File: config.mk
export PLATFORM = sky130hd
export DESIGN_NAME = add_accum
export DESIGN_NICKNAME = d
export VERILOG_FILES = /design/src/rtl/add_accum.sv
export SDC_FILE = /design/constraint.sdc
export NUM_CORES = 1
export LEC_CHECK = 0
export CAP_MARGIN = 20
export CORE_MARGIN = 10
export CORE_UTILIZATION = 40
export CTS_BUF_LIST = sky130_fd_sc_hd__clkbuf_8 sky130_fd_sc_hd__clkbuf_16
export CTS_CLUSTER_DIAMETER = 120
export DETAILED_ROUTE_END_ITERATION = 10
export GPL_TIMING_DRIVEN = 0
export PLACE_DENSITY = 0.62
export SLEW_MARGIN = 30
export SYNTH_ARGS = -nofsm -noshare
export SYNTH_HDL_FRONTEND = slang
export SYNTH_SLANG_ARGS = --single-unit
File: constraint.sdc
create_clock -name clk -period 3.59 [get_ports clk]
set_clock_uncertainty 0.2 [all_clocks]
set_input_delay 0.8975 -clock clk [delete_from_list [all_inputs] [get_ports clk]]
set_output_delay 0.8975 -clock clk [all_outputs]
set_load 0.01 [all_outputs]
File: src/rtl/add_accum.sv
// Block accumulator: sums ACC_LEN adder results {C_in,O_in} and presents the
// total through a valid/ready output stage with a sticky overflow flag.
module add_accum #(
    parameter int BIT_NUM     = 4,
    parameter int ACC_LEN     = 4,
    parameter int ACC_BIT_NUM = 8
) (
    input  logic                   clk,
    input  logic                   reset,
    input  logic                   clear,
    input  logic                   in_valid,
    output logic                   in_ready,
    input  logic [BIT_NUM-1:0]     O_in,
    input  logic                   C_in,
    output logic                   out_valid,
    input  logic                   out_ready,
    output logic [ACC_BIT_NUM-1:0] out_sum,
    output logic                   out_ovf,
    output logic [7:0]             blk_cnt
);

    localparam int CNT_W = $clog2(ACC_LEN + 1);
    localparam logic [CNT_W-1:0] LEN_C = CNT_W'(ACC_LEN);

    typedef enum logic [1:0] {
        IDLE  = 2'd0,
        ACCUM = 2'd1,
        HOLD  = 2'd2
    } state_t;

    state_t                 state_r, next_state_s;
    logic [ACC_BIT_NUM-1:0] acc_r, acc_nxt_s;
    logic [CNT_W-1:0]       cnt_r, cnt_nxt_s;
    logic                   ovf_r, ovf_nxt_s;
    logic                   out_valid_r, out_valid_nxt_s;
    logic [ACC_BIT_NUM-1:0] out_sum_r, out_sum_nxt_s;
    logic                   out_ovf_r, out_ovf_nxt_s;
    logic [7:0]             blk_cnt_r, blk_cnt_nxt_s;
    logic                   in_ready_s;
    logic [ACC_BIT_NUM-1:0] sample_s;
    logic [ACC_BIT_NUM:0]   sum_s;

    // The extra top bit of sum_s is the carry out of the accumulator.
    assign sample_s = ACC_BIT_NUM'({C_in, O_in});
    assign sum_s    = {1'b0, acc_r} + {1'b0, sample_s};

    // Next-state, datapath and in_ready decode.
    always_comb begin
        next_state_s    = state_r;
        acc_nxt_s       = acc_r;
        cnt_nxt_s       = cnt_r;
        ovf_nxt_s       = ovf_r;
        out_valid_nxt_s = out_valid_r;
        out_sum_nxt_s   = out_sum_r;
        out_ovf_nxt_s   = out_ovf_r;
        blk_cnt_nxt_s   = blk_cnt_r;
        in_ready_s      = 1'b0;
        if (clear) begin
            next_state_s    = IDLE;
            acc_nxt_s       = {ACC_BIT_NUM{1'b0}};
            cnt_nxt_s       = {CNT_W{1'b0}};
            ovf_nxt_s       = 1'b0;
            out_valid_nxt_s = 1'b0;
            out_sum_nxt_s   = {ACC_BIT_NUM{1'b0}};
            out_ovf_nxt_s   = 1'b0;
        end else begin
            case (state_r)
                IDLE, ACCUM: begin
                    in_ready_s = 1'b1;
                    if (in_valid) begin
                        if (state_r == IDLE) begin
                            acc_nxt_s = sample_s;
                            ovf_nxt_s = 1'b0;
                            cnt_nxt_s = CNT_W'(1);
                        end else begin
                            acc_nxt_s = sum_s[ACC_BIT_NUM-1:0];
                            ovf_nxt_s = ovf_r | sum_s[ACC_BIT_NUM];
                            cnt_nxt_s = cnt_r + CNT_W'(1);
                        end
                        // Last sample of the block: publish the total on this edge.
                        if (cnt_nxt_s == LEN_C) begin
                            next_state_s    = HOLD;
                            out_valid_nxt_s = 1'b1;
                            out_sum_nxt_s   = acc_nxt_s;
                            out_ovf_nxt_s   = ovf_nxt_s;
                        end else begin
                            next_state_s = ACCUM;
                        end
                    end else begin
                        next_state_s = state_r;
                    end
                end
                HOLD: begin
                    if (out_ready) begin
                        next_state_s    = IDLE;
                        out_valid_nxt_s = 1'b0;
                        acc_nxt_s       = {ACC_BIT_NUM{1'b0}};
                        cnt_nxt_s       = {CNT_W{1'b0}};
                        ovf_nxt_s       = 1'b0;
                        out_ovf_nxt_s   = 1'b0;
                        blk_cnt_nxt_s   = blk_cnt_r + 8'd1;
                    end else begin
                        next_state_s = HOLD;
                    end
                end
                default: begin
                    next_state_s    = IDLE;
                    acc_nxt_s       = {ACC_BIT_NUM{1'b0}};
                    cnt_nxt_s       = {CNT_W{1'b0}};
                    ovf_nxt_s       = 1'b0;
                    out_valid_nxt_s = 1'b0;
                    out_sum_nxt_s   = {ACC_BIT_NUM{1'b0}};
                    out_ovf_nxt_s   = 1'b0;
                end
            endcase
        end
    end

    // State and datapath registers.
    always_ff @(posedge clk or negedge reset) begin
        if (!reset) begin
            state_r     <= IDLE;
            acc_r       <= {ACC_BIT_NUM{1'b0}};
            cnt_r       <= {CNT_W{1'b0}};
            ovf_r       <= 1'b0;
            out_valid_r <= 1'b0;
            out_sum_r   <= {ACC_BIT_NUM{1'b0}};
            out_ovf_r   <= 1'b0;
            blk_cnt_r   <= 8'd0;
        end else begin
            state_r     <= next_state_s;
            acc_r       <= acc_nxt_s;
            cnt_r       <= cnt_nxt_s;
            ovf_r       <= ovf_nxt_s;
            out_valid_r <= out_valid_nxt_s;
            out_sum_r   <= out_sum_nxt_s;
            out_ovf_r   <= out_ovf_nxt_s;
            blk_cnt_r   <= blk_cnt_nxt_s;
        end
    end

    assign in_ready  = in_ready_s;
    assign out_valid = out_valid_r;
    assign out_sum   = out_sum_r;
    assign out_ovf   = out_ovf_r;
    assign blk_cnt   = blk_cnt_r;

endmodule

==> key figures <==
Power and ir drop
  – Clk network pwr share: 35.9%
  – Cell Pwr Density: between 300 and 400 nW/µm²
  – Switching pwr: approximately 220 µW
  – Combinational share of power: 17.7%
  – Sw Share: 26.15%
  – Pint: between 600 and 700 µW
  – P_leak: slightly below 1 nW
  – Sequential Power Share: 46.4%
  – Maximum vdd drop: 0.2170 mV

Run
  – Max cap viols: 0

Logic synthesis
  – Part of the Yosys area used for sequential elements: between 40% and 50%
  – Synth Area in Simple Gates: ~17%
  – Commonest cells in the netlist: 32 x dfrtp_1, 16 x nand2_1, 13 x nor2_1
  – Most common flop cell mapped by yosys: dfrtp_1
  – Synth top area share: roughly 46%
  – Most frequent cell after synthesis: dfrtp_1
  – Net Count, Synth: ~180
  – FFs w/ async S/R, synth: between 90% and 100%
  – Post-synth EDFFs: 0
  – Post-Syn Area: about 1700 µm²
  – Flop and latch count out of synthesis: 32
  – Area leader, netlist: dfrtp_1
  – Largest family of logic cells by synthesized area: simple AND/OR/NAND/NOR gates
  – Compound-Gate Fraction of Synth Area: between 10% and 20%
  – Largest cells by area after synthesis: dfrtp_1 46%, ha_1 5.1%, mux2_2 4.6%
  – XOR/XNOR Fraction of Synth Area: under 10%
  – Adder-cell area share of the yosys netlist: 6.232%
  – Mapped Cells: between 150 and 200
  – Post-synthesis mux area share: 6.884%
  – Syn Area/Cell: 10.40 µm²
  – YS warnings: 0
  – Netlist cell types: 42

Drt
  – Routed WL: 3959 µm
  – Number of routed nets with antenna violations: 0
  – WL per Instance: between 15 and 20 µm
  – Post-route DRC: 0
  – Vias: around 1400
  – Drt pass-1 iters: 5
  – Drt initial violations: 70
  – Vias per cell: 5.401

Run status
  – Status: completed

Place
  – Dpl ws: around 0.017 ns
  – Global placer's final weighted congestion: ~0.88
  – Placed standard-cell area: about 2100 µm²
  – Cell total after placement: roughly 250
  – I/O Buffers: 28
  – Hpwl dp: around 3000 µm

Setup path
  – Critical-path cell list: clkdlybuf4s50_1 > or2_1 > buf_6 > inv_4 > dlymetal6s2s_1
  – Reg-to-reg critical path endpoint: out_sum[2]
  – Worst path depth: 5
  – CP arrival: between 2 and 2.5 ns
  – Critical Path Max Stage Delay: between 0.4 and 0.5 ns
  – Crit. Startpoint: clear
  – Critical Path Start Type: input pin
  – Delay-heaviest family, CP: buffers and inverters
  – CP Capture Point: in_ready
  – Crit path required time: 2.49 ns
  – R2r worst-path depth: 6
  – CP Max Fanout: 9
  – FF-to-FF setup slack: approximately 1.2 ns
  – CP bufs+invs: 4
  – Worst path slowest cell: clkdlybuf4s50_1
  – Setup CP Type: input pin to output port
  – Crit Reg-Reg Startpoint: cnt_r[0]
  – Worst Setup End Kind: output port

Global routing
  – First-pass GRT wire length: approximately 7000 µm
  – Total global routing overflow: 0
  – GRT Overall Usage: a little under an eighth
  – Largest net degree at the start of global routing: 22
  – Vias in the first global route: about 1400
  – Initial antenna violation count: 0

Timing
  – Slew @ Worst Pin: 0.5571 ns
  – Fmax: 0.3131 GHz
  – Slew Viols, Final: 0
  – Max transition margin: 62.63%
  – Unrepaired setup endpoints after global routing: no
  – Final min period: 3.194 ns
  – Final WS setup: just under 0.4 ns
  – Final hold violations: 0
  – Setup TNS: 0 ns
  – Final setup viols: 0
  – Fin crit share: between 80% and 90%

Clocking
  – TritonCTS clock tree: done
  – Clock sink count: 32
  – Root Driver: clkbuf_8
  – Clk slew on worst S/H paths: roughly 0.060 ns
  – Max Root-Sink Buffers: 2
  – Num CTS Buffers: 5
  – Total setup buffers inserted after CTS: 0
  – Worst-Skew Late Latency: about 0.28 ns
  – Htree depth: 2

Final layout
  – Util after Layout: approximately 54%
  – FF+latch area: between 800 and 900 µm²
  – Post-route design area: 2191 µm²
  – Area of the multi-input gates: about 850 µm²
  – Number of diodes: 0
  – Area grow syn2layout: 26.88%
  – Total Nets Final: 220
  – Fill count: 358
  – Layout cells sized above 1: around 15%
  – Fin cells: around 250

Die
  – # rows: 23
  – Die W: 85.70 µm
  – Height of the die: 85.70 µm
  – DIE AREA: between 7000 and 8000 µm²
  – Initial Utilization: a little over two fifths
  – Core region area: 4086 µm²
  – Io pins: 29

Hold path
  – Worst hold path type: flop to flop
[power by group through the flow]
stage	sequential [mW]	clock [mW]	combinational, mW
after floorplan	0.398	0	0.0851
after global placement	0.395	0	0.142
after detailed placement	0.396	0	0.150
after CTS	0.390	0.307	0.151
after global routing	0.392	0.324	0.166
final	0.390	0.301	0.149
[kinds of logic after synthesis]
family,after synthesis
and+or+nand+nor,57
AOI/OAI and AO/OA,36
DFF,32
buffers and inverters,12
xor gates and xnor gates,11
muxes,10
adders and majority gates,8
[cells in the final DEF (no fill, tap or decap), types with 2 or more instances in the layout]
| cell | n |
|---|---|
| dfrtp_1 | 32 |
| buf_6 | 2 |
| nand4_1 | 2 |
| mux2_4 | 2 |
| o211ai_1 | 2 |
| buf_2 | 2 |
| clkbuf_8 | 7 |
| nor3_1 | 3 |
| inv_1 | 6 |
| xor2_1 | 2 |
| and3_1 | 2 |
| buf_4 | 2 |
| nand3_1 | 9 |
| nor2_1 | 13 |
| a21oi_1 | 5 |
| o21ai_0 | 12 |
| nand2_1 | 16 |
| clkdlybuf4s50_1 | 26 |
| ha_1 | 7 |
| xnor2_1 | 9 |
| a211oi_1 | 2 |
| o31ai_1 | 4 |
| nor2b_1 | 4 |
| o21ai_2 | 3 |
| mux2_2 | 7 |
[cell type report]
type | instances | area share [%]
buffer | 5 | 1.942
clock buffer | 7 | 4.397
inverter | 7 | 1.314
multi-input combinational | 122 | 39.01
sequential | 32 | 36.55
tap | 50 | 2.856
timing repair buffer | 29 | 13.93
[through the flow]
stage,hold slack (ns),total power [mW]
2_1_floorplan,0.2524,0.4829
3_3_place_gp,0.2622,0.5370
3_5_place_dp,0.2657,0.5460
4_1_cts,0.2823,0.8473
5_1_grt,0.3101,0.8823
6_report,0.2716,0.8395
[state kept, by name (all words and copies together) (netlist names)]
| signal | cells |
|---|---|
| out_valid | 1 |
| acc_r | 8 |
| out_sum | 8 |
| cnt_r | 3 |
| blk_cnt | 8 |
| ovf_r | 1 |
| state_r | 2 |
| out_ovf | 1 |
[routing by layer]
| layer | track usage [%] | share of wire, % |
|---|---|---|
| met4 | 3.892 | 1.5 |
| met5 | 0 | 0 |
| met3 | 5.582 | 6.7 |
| met1 | 13.68 | 44 |
| met2 | 18.26 | 48 |
[worst min path at each step]
stage,from,to,slack [ns],cells after the start
final,blk_cnt[7],blk_cnt[7],0.27,1
after global routing,out_sum[5],out_sum[5],0.31,2
after CTS,blk_cnt[7],blk_cnt[7],0.28,1
after detailed placement,blk_cnt[7],blk_cnt[7],0.27,1
after global placement,out_sum[3],out_sum[3],0.26,2
after floorplan,acc_r[4],acc_r[4],0.25,2
[repair_timing]
item                                    CTS  global route
endpoints found under the setup margin    0             1
gates resized for setup                   0             1
endpoints found under the hold margin     0             0
hold buffers                              0             0
Power figures use the tool's default switching activity.
